**src/rtl/bus_arbiter_2_if.sv**
```systemverilog
// Signal bundle between the two requesters, the arbiter and the bridge host port.
// master = arbiter view; slave = requesters plus bridge (the environment).
interface bus_arbiter_2_if;
    logic        m0_cs;
    logic [31:0] m0_addr;
    logic [31:0] m0_wdata;
    logic        m0_wr_en;
    logic [3:0]  m0_bytesel;
    logic [31:0] m0_rdata;
    logic        m0_compl;
    logic        m0_err;

    logic        m1_cs;
    logic [31:0] m1_addr;
    logic [31:0] m1_wdata;
    logic        m1_wr_en;
    logic [3:0]  m1_bytesel;
    logic [31:0] m1_rdata;
    logic        m1_compl;
    logic        m1_err;

    logic        s_cs;
    logic [31:0] s_addr;
    logic [31:0] s_wdata;
    logic        s_wr_en;
    logic [3:0]  s_bytesel;
    logic [31:0] s_rdata;
    logic        s_compl;

    modport master (
        input  m0_cs, m0_addr, m0_wdata, m0_wr_en, m0_bytesel,
        output m0_rdata, m0_compl, m0_err,
        input  m1_cs, m1_addr, m1_wdata, m1_wr_en, m1_bytesel,
        output m1_rdata, m1_compl, m1_err,
        output s_cs, s_addr, s_wdata, s_wr_en, s_bytesel,
        input  s_rdata, s_compl
    );

    modport slave (
        output m0_cs, m0_addr, m0_wdata, m0_wr_en, m0_bytesel,
        input  m0_rdata, m0_compl, m0_err,
        output m1_cs, m1_addr, m1_wdata, m1_wr_en, m1_bytesel,
        input  m1_rdata, m1_compl, m1_err,
        input  s_cs, s_addr, s_wdata, s_wr_en, s_bytesel,
        output s_rdata, s_compl
    );
endinterface

```
**src/rtl/bus_arbiter_2.sv**
```systemverilog
// Round-robin arbiter for two requesters onto the 32-bit bridge host port, with a
// GRANT watchdog that forces an error completion and then drains the bridge.
//
// Handshake: a requester asks with cs && |bytesel and holds its fields until it
// samples its single-cycle compl; the bridge sees s_cs held high until s_compl.
module bus_arbiter_2 #(
    parameter logic [15:0] TIMEOUT = 16'd255
) (
    input  logic              clk,
    input  logic              rst,
    bus_arbiter_2_if.master   bus,
    output logic [1:0]        state_dbg
);

    typedef enum logic [1:0] {
        IDLE  = 2'd0,
        GRANT = 2'd1,
        DRAIN = 2'd2
    } state_t;

    state_t      state;
    state_t      state_nx;

    logic        owner;
    logic        last_grant;
    logic [15:0] counter;

    logic        s_cs_q;
    logic [31:0] s_addr_q;
    logic [31:0] s_wdata_q;
    logic        s_wr_en_q;
    logic [3:0]  s_bytesel_q;

    logic        req0;
    logic        req1;
    logic        grant_vld;
    logic        grant_sel;
    logic        timeout_hit;

    logic        compl_any;
    logic        err_any;
    logic [31:0] rdata_any;

    assign req0      = bus.m0_cs && (|bus.m0_bytesel);
    assign req1      = bus.m1_cs && (|bus.m1_bytesel);
    assign grant_vld = req0 || req1;
    // On a tie the requester that did not win last time gets the bus.
    assign grant_sel = (req0 && req1) ? ~last_grant : req1;

    assign timeout_hit = (TIMEOUT != 16'd0) && (counter == (TIMEOUT - 16'd1));

    always_ff @(posedge clk or posedge rst) begin
        if (rst) begin
            state <= IDLE;
        end else begin
            state <= state_nx;
        end
    end

    always_comb begin
        state_nx  = state;
        compl_any = 1'b0;
        err_any   = 1'b0;
        rdata_any = 32'd0;
        case (state)
            IDLE: begin
                if (grant_vld) begin
                    state_nx = GRANT;
                end
            end
            GRANT: begin
                // A real completion beats the watchdog in the same cycle.
                if (bus.s_compl) begin
                    compl_any = 1'b1;
                    rdata_any = bus.s_rdata;
                    state_nx  = IDLE;
                end else if (timeout_hit) begin
                    compl_any = 1'b1;
                    err_any   = 1'b1;
                    state_nx  = DRAIN;
                end
            end
            DRAIN: begin
                if (bus.s_compl) begin
                    state_nx = IDLE;
                end
            end
            default: begin
                state_nx = IDLE;
            end
        endcase
    end

    always_ff @(posedge clk or posedge rst) begin
        if (rst) begin
            owner       <= 1'b0;
            last_grant  <= 1'b1;
            counter     <= 16'd0;
            s_cs_q      <= 1'b0;
            s_addr_q    <= 32'd0;
            s_wdata_q   <= 32'd0;
            s_wr_en_q   <= 1'b0;
            s_bytesel_q <= 4'd0;
        end else begin
            case (state)
                IDLE: begin
                    if (grant_vld) begin
                        owner       <= grant_sel;
                        last_grant  <= grant_sel;
                        counter     <= 16'd0;
                        s_cs_q      <= 1'b1;
                        s_addr_q    <= grant_sel ? bus.m1_addr    : bus.m0_addr;
                        s_wdata_q   <= grant_sel ? bus.m1_wdata   : bus.m0_wdata;
                        s_wr_en_q   <= grant_sel ? bus.m1_wr_en   : bus.m0_wr_en;
                        s_bytesel_q <= grant_sel ? bus.m1_bytesel : bus.m0_bytesel;
                    end else begin
                        s_cs_q      <= 1'b0;
                        s_addr_q    <= 32'd0;
                        s_wdata_q   <= 32'd0;
                        s_wr_en_q   <= 1'b0;
                        s_bytesel_q <= 4'd0;
                    end
                end
                GRANT, DRAIN: begin
                    if ((state == GRANT) && (counter != 16'hFFFF)) begin
                        counter <= counter + 16'd1;
                    end
                    if (state_nx == IDLE) begin
                        s_cs_q      <= 1'b0;
                        s_addr_q    <= 32'd0;
                        s_wdata_q   <= 32'd0;
                        s_wr_en_q   <= 1'b0;
                        s_bytesel_q <= 4'd0;
                    end
                end
                default: begin
                    s_cs_q      <= 1'b0;
                    s_bytesel_q <= 4'd0;
                end
            endcase
        end
    end

    assign bus.s_cs      = s_cs_q;
    assign bus.s_addr    = s_addr_q;
    assign bus.s_wdata   = s_wdata_q;
    assign bus.s_wr_en   = s_wr_en_q;
    assign bus.s_bytesel = s_bytesel_q;

    // Return path is gated by owner so the other requester always sees zeros.
    assign bus.m0_compl = compl_any && !owner;
    assign bus.m0_err   = err_any   && !owner;
    assign bus.m0_rdata = owner ? 32'd0 : rdata_any;
    assign bus.m1_compl = compl_any && owner;
    assign bus.m1_err   = err_any   && owner;
    assign bus.m1_rdata = owner ? rdata_any : 32'd0;

    assign state_dbg = state;

endmodule

```
**src/flat_wrapper.sv**
```systemverilog
// flat-port wrapper written by rule: the top's interface ports become plain ports
module bus_arbiter_2_flat 
#(
    parameter logic [15:0] TIMEOUT = 16'd255
)
  (clk, rst, state_dbg, bus_m0_cs, bus_m0_addr, bus_m0_wdata, bus_m0_wr_en, bus_m0_bytesel, bus_m0_rdata, bus_m0_compl, bus_m0_err, bus_m1_cs, bus_m1_addr, bus_m1_wdata, bus_m1_wr_en, bus_m1_bytesel, bus_m1_rdata, bus_m1_compl, bus_m1_err, bus_s_cs, bus_s_addr, bus_s_wdata, bus_s_wr_en, bus_s_bytesel, bus_s_rdata, bus_s_compl);
  bus_arbiter_2_if bus_i ();
  input  logic clk;
  input  logic rst;
  output logic [1:0] state_dbg;
  input wire logic [$bits(bus_i.m0_cs)-1:0] bus_m0_cs;
  input wire logic [$bits(bus_i.m0_addr)-1:0] bus_m0_addr;
  input wire logic [$bits(bus_i.m0_wdata)-1:0] bus_m0_wdata;
  input wire logic [$bits(bus_i.m0_wr_en)-1:0] bus_m0_wr_en;
  input wire logic [$bits(bus_i.m0_bytesel)-1:0] bus_m0_bytesel;
  output wire logic [$bits(bus_i.m0_rdata)-1:0] bus_m0_rdata;
  output wire logic [$bits(bus_i.m0_compl)-1:0] bus_m0_compl;
  output wire logic [$bits(bus_i.m0_err)-1:0] bus_m0_err;
  input wire logic [$bits(bus_i.m1_cs)-1:0] bus_m1_cs;
  input wire logic [$bits(bus_i.m1_addr)-1:0] bus_m1_addr;
  input wire logic [$bits(bus_i.m1_wdata)-1:0] bus_m1_wdata;
  input wire logic [$bits(bus_i.m1_wr_en)-1:0] bus_m1_wr_en;
  input wire logic [$bits(bus_i.m1_bytesel)-1:0] bus_m1_bytesel;
  output wire logic [$bits(bus_i.m1_rdata)-1:0] bus_m1_rdata;
  output wire logic [$bits(bus_i.m1_compl)-1:0] bus_m1_compl;
  output wire logic [$bits(bus_i.m1_err)-1:0] bus_m1_err;
  output wire logic [$bits(bus_i.s_cs)-1:0] bus_s_cs;
  output wire logic [$bits(bus_i.s_addr)-1:0] bus_s_addr;
  output wire logic [$bits(bus_i.s_wdata)-1:0] bus_s_wdata;
  output wire logic [$bits(bus_i.s_wr_en)-1:0] bus_s_wr_en;
  output wire logic [$bits(bus_i.s_bytesel)-1:0] bus_s_bytesel;
  input wire logic [$bits(bus_i.s_rdata)-1:0] bus_s_rdata;
  input wire logic [$bits(bus_i.s_compl)-1:0] bus_s_compl;
  assign bus_i.m0_cs = bus_m0_cs;
  assign bus_i.m0_addr = bus_m0_addr;
  assign bus_i.m0_wdata = bus_m0_wdata;
  assign bus_i.m0_wr_en = bus_m0_wr_en;
  assign bus_i.m0_bytesel = bus_m0_bytesel;
  assign bus_m0_rdata = bus_i.m0_rdata;
  assign bus_m0_compl = bus_i.m0_compl;
  assign bus_m0_err = bus_i.m0_err;
  assign bus_i.m1_cs = bus_m1_cs;
  assign bus_i.m1_addr = bus_m1_addr;
  assign bus_i.m1_wdata = bus_m1_wdata;
  assign bus_i.m1_wr_en = bus_m1_wr_en;
  assign bus_i.m1_bytesel = bus_m1_bytesel;
  assign bus_m1_rdata = bus_i.m1_rdata;
  assign bus_m1_compl = bus_i.m1_compl;
  assign bus_m1_err = bus_i.m1_err;
  assign bus_s_cs = bus_i.s_cs;
  assign bus_s_addr = bus_i.s_addr;
  assign bus_s_wdata = bus_i.s_wdata;
  assign bus_s_wr_en = bus_i.s_wr_en;
  assign bus_s_bytesel = bus_i.s_bytesel;
  assign bus_i.s_rdata = bus_s_rdata;
  assign bus_i.s_compl = bus_s_compl;
  bus_arbiter_2 #(.TIMEOUT(TIMEOUT)) u_core (.clk(clk), .rst(rst), .bus(bus_i), .state_dbg(state_dbg));
endmodule
```
**config.mk**
```make
export PLATFORM = sky130hd
export DESIGN_NAME = bus_arbiter_2_flat
export DESIGN_NICKNAME = d
export VERILOG_FILES = /design/src/rtl/bus_arbiter_2_if.sv /design/src/rtl/bus_arbiter_2.sv /design/src/flat_wrapper.sv
export SDC_FILE = /design/constraint.sdc
export NUM_CORES = 1
export LEC_CHECK = 0
export CAP_MARGIN = 20
export CORE_MARGIN = 8
export CORE_UTILIZATION = 25
export DETAILED_ROUTE_END_ITERATION = 10
export SYNTH_ARGS = -nofsm -noshare
export SYNTH_HDL_FRONTEND = slang
export SYNTH_SLANG_ARGS = --single-unit
```
**constraint.sdc**
```tcl
create_clock -name clk -period 4.45 [get_ports clk]
set_input_delay 1.335 -clock clk [delete_from_list [all_inputs] [get_ports clk]]
set_output_delay 1.335 -clock clk [all_outputs]
set_load 0.1 [all_outputs]
```
# Word level (Yosys, flattened, before mapping)
# Index checks and enable logic that the tools add are counted.
# classes
n_addsub	1
eq_ne	7
n_mux	35
n_bitwise	1
reduce_logical	19
# op_table
operator	n
32-bit two-way mux	9
32-bit case mux with 2 select lines	2
16-bit two-way mux	2
16-bit case mux with 2 select lines	1
16-bit by 1-bit adder with 16-bit output (second input constant)	1
16-bit by 8-bit equality test with 1-bit output (second input constant)	1
16-bit inequality test (second input constant)	1
4-bit two-way mux	3
1-bit two-way mux	10
1-bit logical AND	8
2-bit two-way mux	4
4-bit case mux with 2 select lines	1
4-bit OR reduction	2
2-bit by 1-bit inequality test with 1-bit output (second input constant)	3
2-bit case mux with 3 select lines	1
2-bit zero test	2
1-bit case mux with 2 select lines	2
2-bit AND reduction	2
3-bit AND reduction	1
2-bit by 1-bit equality test with 1-bit output (second input constant)	1
2-bit equality test (second input constant)	1
2-bit nonzero test	1
2-bit OR reduction	1
1-bit zero test	1
other kinds (2)	2
# totals
ff_bits	90
elab_cells	72

# Longest topological paths before layout
# Gate-level depths: netlist of the first run.
# logic_depth
ltp_word	8
mapped_depth	10
ltp_nobuf	8

# Least setup slack after synthesis of the first run
# No wires, ideal clock.
# synth_path
path_kind	reg-to-output
from	reg u_core.state[0], in the netlist u_core.state_dbg[0]
to	out bus_m0_err
arrival_time_ns	3.463
required_ns	3.115
slack_ns	-0.348
stages_incl_launch_ff	4
path_cell_list	dfrtp_1 -> ha_1 -> nand2b_1 -> nor3_1
# synth_between
elab_chain_len	3
# synth_rtl
element	line_no	source
start, declared	bus_arbiter_2.sv:21	state_t state;
start signal, assigned	bus_arbiter_2.sv:56	state <= state_nx;
2-bit by 1-bit equality test with 1-bit output	bus_arbiter_2.sv:65	case (state)
1-bit two-way mux	bus_arbiter_2.sv:65	
1-bit logical AND	bus_arbiter_2.sv:152	assign bus.m0_err = err_any && !owner;
end, declared	flat_wrapper.sv:18	output wire logic [$bits(bus_i.m0_err)-1:0] bus_m0_err;
# No other way between the ends.

# Final worst setup path of the first run
# layout_path
from	in bus_s_compl
to	out bus_m0_rdata[3]
# layout_between
elab_chain_len	3
# layout_rtl
element	line_no	source
start, declared	flat_wrapper.sv:33	input wire logic [$bits(bus_i.s_compl)-1:0] bus_s_compl;
32-bit two-way mux	bus_arbiter_2.sv:73	if (bus.s_compl) begin
32-bit two-way mux	bus_arbiter_2.sv:65	
32-bit two-way mux	bus_arbiter_2.sv:153	assign bus.m0_rdata = owner ? 32'd0 : rdata_any;
end, declared	flat_wrapper.sv:16	output wire logic [$bits(bus_i.m0_rdata)-1:0] bus_m0_rdata;
# No other way between the ends.

==> impl_results.md, run 1 <==
* DRT Pass-1 Iters at 4
* Required time worst endpoint at between 3 and 4 ns
* Hold_buf cts at 0
* Critical path endpoint: bus_m0_rdata[3]
* Largest net degree at the start of global routing at between 90 and 100
* Maximum VDD drop at roughly 330 uV
* GPL Wtd Cong at 0.783
* CP Launch Type: input port
* Worst r2r src: u_core.counter[0]
* Via count at 4688
* Tmin final at around 4.1 ns
* Synthesis Warnings at 0
* TNS Setup at 0 ns
* Worst Setup SP: bus_s_compl
* Final Skew at 0.00714 ns
* CTS clk-pin slew, worst paths at roughly 0.07 ns
* Worst hold path type: flip-flop to flip-flop
* Num ports at around 320
* Die area at about 26000 um^2
* Die width at roughly 160 um
* Layout cell share with drive strength beyond 1 at 0.212
* Die H at roughly 160 um
* DRC viols at 0
* Synthesized cell area at between 5000 and 6000 um^2
* Max cap viols at 0
* Leak pwr at 4.02 nW
* Slew margin rel. at 0.290
* Tot GR Track Use at 0.150
* Area delta synth->final at 82.7%
* TritonCTS Sinks at 90
* P per Cell Area at ~800 nW/um^2
* Initial antenna violation count at 0
* Unrepaired setup endpoints after global routing: false
* Vias in the first global route at between 4000 and 5000
* Endpoints failing setup at 0
* HPWL after DPL at about 16 mm
* # port buffers at 314
* Max Clk Rate at approximately 240 MHz
* Worst reg2reg path depth at 7
* Avg Cell Area, Syn at approximately 12 um^2
* Yosys top cell area share at 0.414
* Part of the cycle the worst path needs at 0.930
* Final net count at ~950
* CTS tree: done
* Drt total wl at 20.4 mm
* CP Max Fanout at 30
* Net Count, Synth at around 640
* Critical path arrival at between 2 and 3 ns
* Final hold viol count at 0
* Most common cell after layout, fill and taps aside: clkdlybuf4s50_1
* Mapped Cells at between 400 and 500
* CTS max path bufs at 2
* Worst-Skew Late Latency at about 0.35 ns
* Seq/Total Area, Yosys at 0.419
* Worst Setup End Kind: output port
* Post-synth top area cell: dfrtp_1
* Core area at approximately 21000 um^2
* Worst Tran Pin Value at 1.06 ns
* FILL cells at between 1500 and 2000
* Most frequent cells in the layout: clkdlybuf4s50_1 (246), dfrtp_1 (89), buf_12 (75)
* TritonCTS Buffers at 9
* Status: finished clean
* Post-CTS Setup Inserts at 0
* First-pass GRT wire length at ~31 mm
* H-Tree Depth at 3
* Flops & latches, synth at 90
* Reg-to-Reg End: u_core.counter[2]
* Final core utilization at 0.466
* Resized Gates After CTS at 0
* Total gr overflow at 0
* Synth area leaders: dfrtp_1 (41%), o2bb2ai_2 (14%), mux2i_1 (13%)
* Initial Utilization at 0.255
* Iter 0 DRT Violations at 170
* Reg-to-reg setup timing slack at 1.68 ns
* Synth cell types at 47
* DR vias/cell at 4.49
* DRT antenna net count at 0
* Root buffer cell: clkbuf_16
* Antenna fix cells at 0
* Kind of critical path: input port to output port
* Slew Limit Fails at 0
* Placement row count at 53
* Routed len/inst at 19.5 um
where the power goes:
group          switching, mW  internal, mW  total, mW
Clock                  0.355         0.406      0.761
Combinational           4.11          1.61       5.72
Sequential             0.238          1.16       1.40
Total                   4.70          3.18       7.88
synth_stat cells, drive strengths merged:
cell type and number:
dfrtp 89, nor4 2, nor3 3, o21a 2
o311ai 1, dfstp 1, a211oi 1, o221ai 1
o31ai 9, and4 1, and2 67, o21ba 1
o21ai 11, inv 10, buf 14, o2bb2ai 65
nor4b 1, a22o 2, nand3 9, or3 2
nor2b 3, nand4 3, a31oi 2, and3 2
o41a 1, nand2b 7, o22ai 4, clkbuf 18
a21o 9, o41ai 4, nor2 6, nand2 29
ha 6, a21oi 3, o21bai 1, or2 1
mux2i 69
flip-flops by register name (all words and copies together) (netlist names):
signal and flops:
u_core.state_dbg 2, u_core.counter 16, u_core.bus.s_addr 32, u_core.bus.s_bytesel 4, u_core.bus.s_wr_en 1, u_core.last_grant 1, u_core.owner 1, u_core.bus.s_wdata 32
u_core.bus.s_cs 1
how the worst min path moves through the flow:
stage | from | to | slack [ns] | cells past startpoint
finish | u_core.bus.s_addr[25] | u_core.bus.s_addr[25] | 0.49 | 1
global route | u_core.bus.s_wdata[0] | u_core.bus.s_wdata[0] | 0.51 | 1
CTS | u_core.bus.s_addr[20] | u_core.bus.s_addr[20] | 0.49 | 1
detailed placement | u_core.bus.s_addr[20] | u_core.bus.s_addr[20] | 0.48 | 1
global placement | u_core.bus.s_addr[23] | u_core.bus.s_addr[23] | 0.47 | 1
floorplan | u_core.last_grant | u_core.last_grant | 0.46 | 2
layout make-up:
| class | instances | area (um^2) | share of cell area |
|---|---|---|---|
| Inverter | 10 | 40.0 | 0.00408 |
| Multi-Input combinational cell | 328 | 2890 | 0.294 |
| Tap cell | 275 | 344 | 0.0350 |
| Sequential cell | 90 | 2250 | 0.229 |
| Timing Repair Buffer | 326 | 4000 | 0.407 |
| Clock inverter | 6 | 53.8 | 0.00548 |
| Clock buffer | 10 | 239 | 0.0243 |
per-stage QoR:
step	hold slack [ns]	worst slack, ns	area (um^2)	total power, mW	std cells
2_1_floorplan	0.462	0.399	5380	5.64	460
3_3_place_gp	0.472	0.423	9530	7.16	1029
3_5_place_dp	0.477	0.314	9530	7.18	1029
4_1_cts	0.494	0.316	9820	7.97	1045
5_1_grt	0.508	0.249	9820	8.18	1045
6_report	0.491	0.312	9820	7.88	1045
worst max-delay path: stages:
cell and delay, ns:
clkdlybuf4s50_1 0.50, inv_1 0.08, nor2_1 0.28, buf_12 0.20
and2_1 0.20, buf_12 0.19
routing by layer:
metal  global-route usage  vias to the layer above  share of wire
met2                0.271                      136           0.53
met3               0.0458                       13          0.064
met5                    0                        -              0
li1                     -                     2296              -
met1                0.172                     2243           0.40
met4               0.0304                        0         0.0094
cell families after synthesis:
kind of cell    count (synthesis)  synth area share
compound gates                117             0.245
buf+inv                        42            0.0484
simple gates                  136             0.145
flops                          90             0.419
mux                            69             0.129
fa+ha+maj                       6            0.0140
Note: power is estimated with default switching activity, not from simulation.
==> run 2, diff against run 1 <==
==> constraint.sdc (replaced) <==
create_clock -name clk -period 4.42 [get_ports clk]
set_input_delay 1.326 -clock clk [delete_from_list [all_inputs] [get_ports clk]]
set_output_delay 1.326 -clock clk [all_outputs]
set_load 0.1 [all_outputs]
==> run 2 against run 1 <==
Compared with the run above: die area unchanged; clock power up 3.5%; routed wire length up 0.36%; sequential share of layout area about the same; critical path type unchanged; highest routed layer unchanged.
==> impl_results.md, run 2 (synthesis gave the netlist of run 1 again) <==
* Worst hold path type: flip-flop to flip-flop
* DRT antenna net count at 0
* CTS tree: done
* TritonCTS Sinks at 90
* Maximum VDD drop at 353 uV
* Status: finished clean
* CTS max path bufs at 2
* Largest net degree at the start of global routing at a little over 90
* Total gr overflow at 0
* Num ports at 315
* TNS Setup at 0 ns
* Tot GR Track Use at 0.150
* # port buffers at between 300 and 400
* Layout cell share with drive strength beyond 1 at 0.212
* TritonCTS Buffers at 9
* Final Skew at around 0.0084 ns
* Placement-stage cell area at approximately 9500 um^2
* DRC viols at 0
* Die H at approximately 160 um
* Hold_buf cts at 0
* Area delta synth->final at 83.0%
* Multi-input logic area at 2890 um^2
* Core area at 21100 um^2
* Post-CTS Setup Inserts at 0
* Routed len/inst at 19.6 um
* Initial antenna violation count at 1
* Met2 usage at 0.266
* Critical-path cell list: clkdlybuf4s50_1 -> inv_1 -> nor2_1 -> buf_12 -> and2_1 -> buf_12
* GPL Wtd Cong at about 0.78
* Most frequent CP cell: buf_12
* Die area at about 26000 um^2
* Max cap viols at 0
* Part of the cycle the worst path needs at 0.923
* Leak pwr at ~4 nW
* Final hold viol count at 0
* Endpoints failing setup at 0
* Resized Gates After CTS at 0
* First-pass GRT wire length at 30.9 mm
* Design area at approximately 10000 um^2
* CP Max Fanout at 30
* Worst Tran Pin Value at 1.08 ns
* Iter 0 DRT Violations at approximately 190
* P per Cell Area at just over 800 nW/um^2
* Slowest cell delay on critical path at 0.48 ns
* Slew Limit Fails at 0
* Via count at approximately 4600
* Most common cell after layout, fill and taps aside: clkdlybuf4s50_1
* DR vias/cell at 4.44
* Initial Utilization at 0.255
* CP delay by family, top: buffers and inverters
* CP max-delay cell: clkdlybuf4s50_1
* Worst Setup End Kind: output port
* FF/Latch Area at roughly 2300 um^2
* Worst-Skew Late Latency at around 0.34 ns
* Most frequent cells in the layout: clkdlybuf4s50_1 (246), dfrtp_1 (89), buf_12 (75)
* Slew margin rel. at 0.279
* Die width at around 160 um
* Vias in the first global route at roughly 5000
* Required time worst endpoint at 3.09 ns
* Placement row count at 53
* CTS clk-pin slew, worst paths at roughly 0.070 ns
* Final net count at about 950
* Root buffer cell: clkbuf_16
* Unrepaired setup endpoints after global routing: false
* Max Clk Rate at 245 MHz
* Critical path arrival at 2.75 ns
* Buffers and inverters on the worst path at 4
* Gr busiest metal: met2
* Kind of critical path: input port to output port
* Global routing usage on met3 at 0.0374
* Tmin final at 4.08 ns
* Met1 global-route usage at 0.176
* HPWL after DPL at ~16 mm
* CP Launch Type: input port
* Drt total wl at slightly above 20 mm
* Hold slack at around 0.5 ns
* DRT Pass-1 Iters at 4
* H-Tree Depth at 3
* FILL cells at 1964
[run 2: changes by cell type in the layout (fill, tap and decap cells not counted)]
| cell | change |
|---|---|
| clkinvlp_4 | -1 |
| clkbuf_8 | -1 |
| clkinv_4 | +2 |
| inv_6 | -3 |
| diode_2 | +1 |
| clkinv_2 | +2 |
| bufinv_16 | +1 |
[run 2: cell type report]
cell class / count / share of cell area
inverter: 10 / 0.00407
sequential: 90 / 0.229
timing repair buffer: 326 / 0.407
clock buffer: 9 / 0.0229
antenna: 1 / 0.000254
tap: 275 / 0.0350
multi-input combinational: 328 / 0.294
clock inverter: 7 / 0.00789
[run 2: metrics by stage]
stage | setup slack [ns] | utilization | instances | power (mW)
2_1_floorplan | 0.378 | - | 460 | 5.68
3_3_place_gp | 0.410 | 0.452 | 1029 | 7.21
3_5_place_dp | 0.331 | 0.452 | 1029 | 7.23
4_1_cts | 0.325 | 0.466 | 1045 | 8.05
5_1_grt | 0.265 | 0.466 | 1046 | 8.26
6_report | 0.342 | 0.466 | 1046 | 7.96
[run 2: final timing paths]
kind | endpoint | slack (ns) | cells past startpoint | from
min reg2reg | u_core.bus.s_wdata[3] | 0.49 | 1 | u_core.bus.s_wdata[3]
max in group asynchronous | u_core.last_grant | 2.55 | 3 | rst
min | u_core.bus.s_wdata[3] | 0.49 | 1 | u_core.bus.s_wdata[3]
max reg2reg | u_core.counter[9] | 1.68 | 7 | u_core.counter[0]
min in group asynchronous | u_core.bus.s_wdata[28] | 1.43 | 3 | rst
max | bus_m0_rdata[5] | 0.34 | 6 | bus_s_compl
[run 2: power breakdown]
| part | leakage, nW | internal (mW) | switching (mW) | total [mW] |
|---|---|---|---|---|
| combinational | 2.69 | 1.62 | 4.14 | 5.76 |
| sequential | 1.19 | 1.17 | 0.239 | 1.41 |
| clock | 0.152 | 0.445 | 0.343 | 0.788 |
| total | 4.03 | 3.24 | 4.72 | 7.96 |
[run 2: metal layers]
layer | wire [um] | vias up
met5 | 0 | -
met4 | 265 | 0
met3 | 1250 | 17
met2 | 10700 | 136
met1 | 8270 | 2196
li1 | - | 2292
==> run 3, diff against run 2 <==
==> constraint.sdc (replaced) <==
create_clock -name clk -period 4.7 [get_ports clk]
set_input_delay 1.41 -clock clk [delete_from_list [all_inputs] [get_ports clk]]
set_output_delay 1.41 -clock clk [all_outputs]
set_load 0.1 [all_outputs]
==> run 3 against run 2 <==
Compared with the run above: power down 7.3%; cell count down 0.19%; core utilization down 0.37 points; sequential cell count unchanged; clock power down 14%; cell area down 0.79%; first-iteration DRC count down 16%; die area unchanged; clock skew up 0.0011 ns; sequential power down 6%; critical path depth unchanged.
==> impl_results.md, run 3 (synthesis gave the netlist of run 1 again) <==
* Root buffer cell: clkbuf_16
* Tot GR Track Use at 0.148
* FILL cells at between 1500 and 2000
* Most frequent cells in the layout: clkdlybuf4s50_1 (246), dfrtp_1 (89), buf_12 (72)
* DRT antenna net count at 0
* Design area at 9760 um^2
* Max cap viols at 0
* Via count at around 4700
* Most frequent CP cell: buf_12
* CTS tree: done
* Iter 0 DRT Violations at between 150 and 200
* Slowest cell delay on critical path at roughly 0.57 ns
* Tmin final at about 4.4 ns
* Worst Setup SP: bus_s_compl
* Placement-stage cell area at 9480 um^2
* Max Clk Rate at roughly 230 MHz
* TritonCTS Sinks at 90
* Buffers and inverters on the worst path at 4
* Critical path endpoint: bus_m0_rdata[3]
* Initial antenna violation count at 1
* Sw Pwr at between 4 and 5 mW
* Total gr overflow at 0
* Num ports at roughly 320
* Routed len/inst at between 15 and 20 um
* Part of the cycle the worst path needs at 0.931
* FF/Latch Area at about 2300 um^2
* P per Cell Area at approximately 760 nW/um^2
* Die H at 163 um
* CTS clk-pin slew, worst paths at about 0.070 ns
* Worst Tran Pin Value at 1.07 ns
* # port buffers at ~310
* Clk network pwr share at 0.092
* Area delta synth->final at 81.5%
* Placement row count at 53
* Multi-input logic area at between 2000 and 3000 um^2
* Reg-to-reg setup timing slack at ~2.2 ns
* TNS Setup at 0 ns
* Required time worst endpoint at between 3 and 4 ns
* CP Depth at 6
* Worst r2r src: u_core.counter[0]
* Largest net degree at the start of global routing at 66
* CP max-delay cell: clkdlybuf4s50_1
* Kind of critical path: input port to output port
* CP delay by family, top: buffers and inverters
* Post-CTS Setup Inserts at 0
* HPWL after DPL at 16.4 mm
* Worst Setup End Kind: output port
* Critical path arrival at 2.96 ns
* Final Skew at ~0.0095 ns
* DR vias/cell at 4.54
* GPL Wtd Cong at around 0.8
* Worst reg2reg path depth at 7
* Final core utilization at 0.463
* Endpoints failing setup at 0
* Worst-Skew Late Latency at 0.34 ns
* DRC viols at 0
* CP Max Fanout at 30
* CTS max path bufs at 2
* Resized Gates After CTS at 0
* Drt total wl at around 20 mm
* Leak pwr at 3.99 nW
* Die width at 163 um
* H-Tree Depth at 3
* Critical-path cell list: clkdlybuf4s50_1 -> inv_1 -> nor2_1 -> buf_12 -> and2_1 -> buf_12
* Slew margin rel. at 0.288
* Final hold viol count at 0
* Worst hold path type: flip-flop to flip-flop
* Reg-to-Reg End: u_core.counter[9]
* Core area at 21100 um^2
* Initial Utilization at 0.255
* First-pass GRT wire length at between 30 and 40 mm
* TritonCTS Buffers at 9
* Most common cell after layout, fill and taps aside: clkdlybuf4s50_1
* Final net count at 944
* Combinational power share at 0.728
* Unrepaired setup endpoints after global routing: false
* Layout cell share with drive strength beyond 1 at 0.209
* DRT Pass-1 Iters at 4
* Slew Limit Fails at 0
* CP Launch Type: input port
* Status: finished clean
* Internal at between 2 and 3 mW
* Flop pwr share at 0.180
* Maximum VDD drop at 380 uV
* Die area at approximately 26000 um^2
* Hold_buf cts at 0
* Switching part of the total power at 0.600
* Vias in the first global route at 4887
-- run 3: cell count changes in the layout (fill, tap and decap cells not counted), sizes merged --
cell | before | now
inv | 12 | 13
clkinvlp | 0 | 2
diode | 1 | 2
clkinv | 4 | 1
bufinv | 1 | 0
buf | 80 | 78
-- run 3: worst min-delay path by stage --
stage,startpoint,end,slack [ns],cells past startpoint
final,u_core.bus.s_addr[25],u_core.bus.s_addr[25],0.49,1
after global routing,u_core.bus.s_addr[26],u_core.bus.s_addr[26],0.50,1
after CTS,u_core.bus.s_addr[25],u_core.bus.s_addr[25],0.49,1
after detailed placement,u_core.bus.s_addr[25],u_core.bus.s_addr[25],0.47,1
after global placement,u_core.bus.s_addr[21],u_core.bus.s_addr[21],0.47,1
after floorplan,u_core.last_grant,u_core.last_grant,0.46,2
-- run 3: stage by stage --
step           hold slack [ns]  setup slack (ns)  total power [mW]  std cells
6_report                 0.488             0.326              7.38       1044
5_1_grt                  0.499             0.233              7.65       1043
4_1_cts                  0.494             0.320              7.47       1042
3_5_place_dp             0.473             0.324              6.76       1027
3_3_place_gp             0.473             0.382              6.73       1027
2_1_floorplan            0.462             0.571              5.34        460
-- run 3: final cells by class --
class	count	area share
tap	275	0.0353
timing repair buffer	324	0.405
antenna	2	0.000513
clock inverter	6	0.00513
sequential	90	0.231
clock buffer	9	0.0231
multi-input combinational	328	0.296
inverter	10	0.00410
-- run 3: layer usage --
metal	track usage	vias to the layer above	part of all wire
met3	0.0437	23	0.069
li1	-	2292	-
met4	0.0384	0	0.018
met2	0.266	148	0.53
met1	0.167	2273	0.39
met5	0	-	0
-- run 3: worst register-to-register path, delay by kind of cell, from the launching register on --
kind                     cells  cell delay [ns]
AO/OA/AOI/OAI                2             0.76
buffers and inverters        1             0.04
adder cells (fa/ha/maj)      1             0.23
flip-flops                   1             0.43
AND/OR/NAND/NOR              3             0.92
-- run 3: power groups by stage --
stage | Sequential [mW] | Clock [mW] | Combinational [mW]
after global routing | 1.37 | 0.741 | 5.54
after detailed placement | 1.34 | 0 | 5.42
final | 1.33 | 0.680 | 5.37
after global placement | 1.33 | 0 | 5.41
after floorplan | 3.49 | 0 | 1.84
after CTS | 1.33 | 0.710 | 5.43
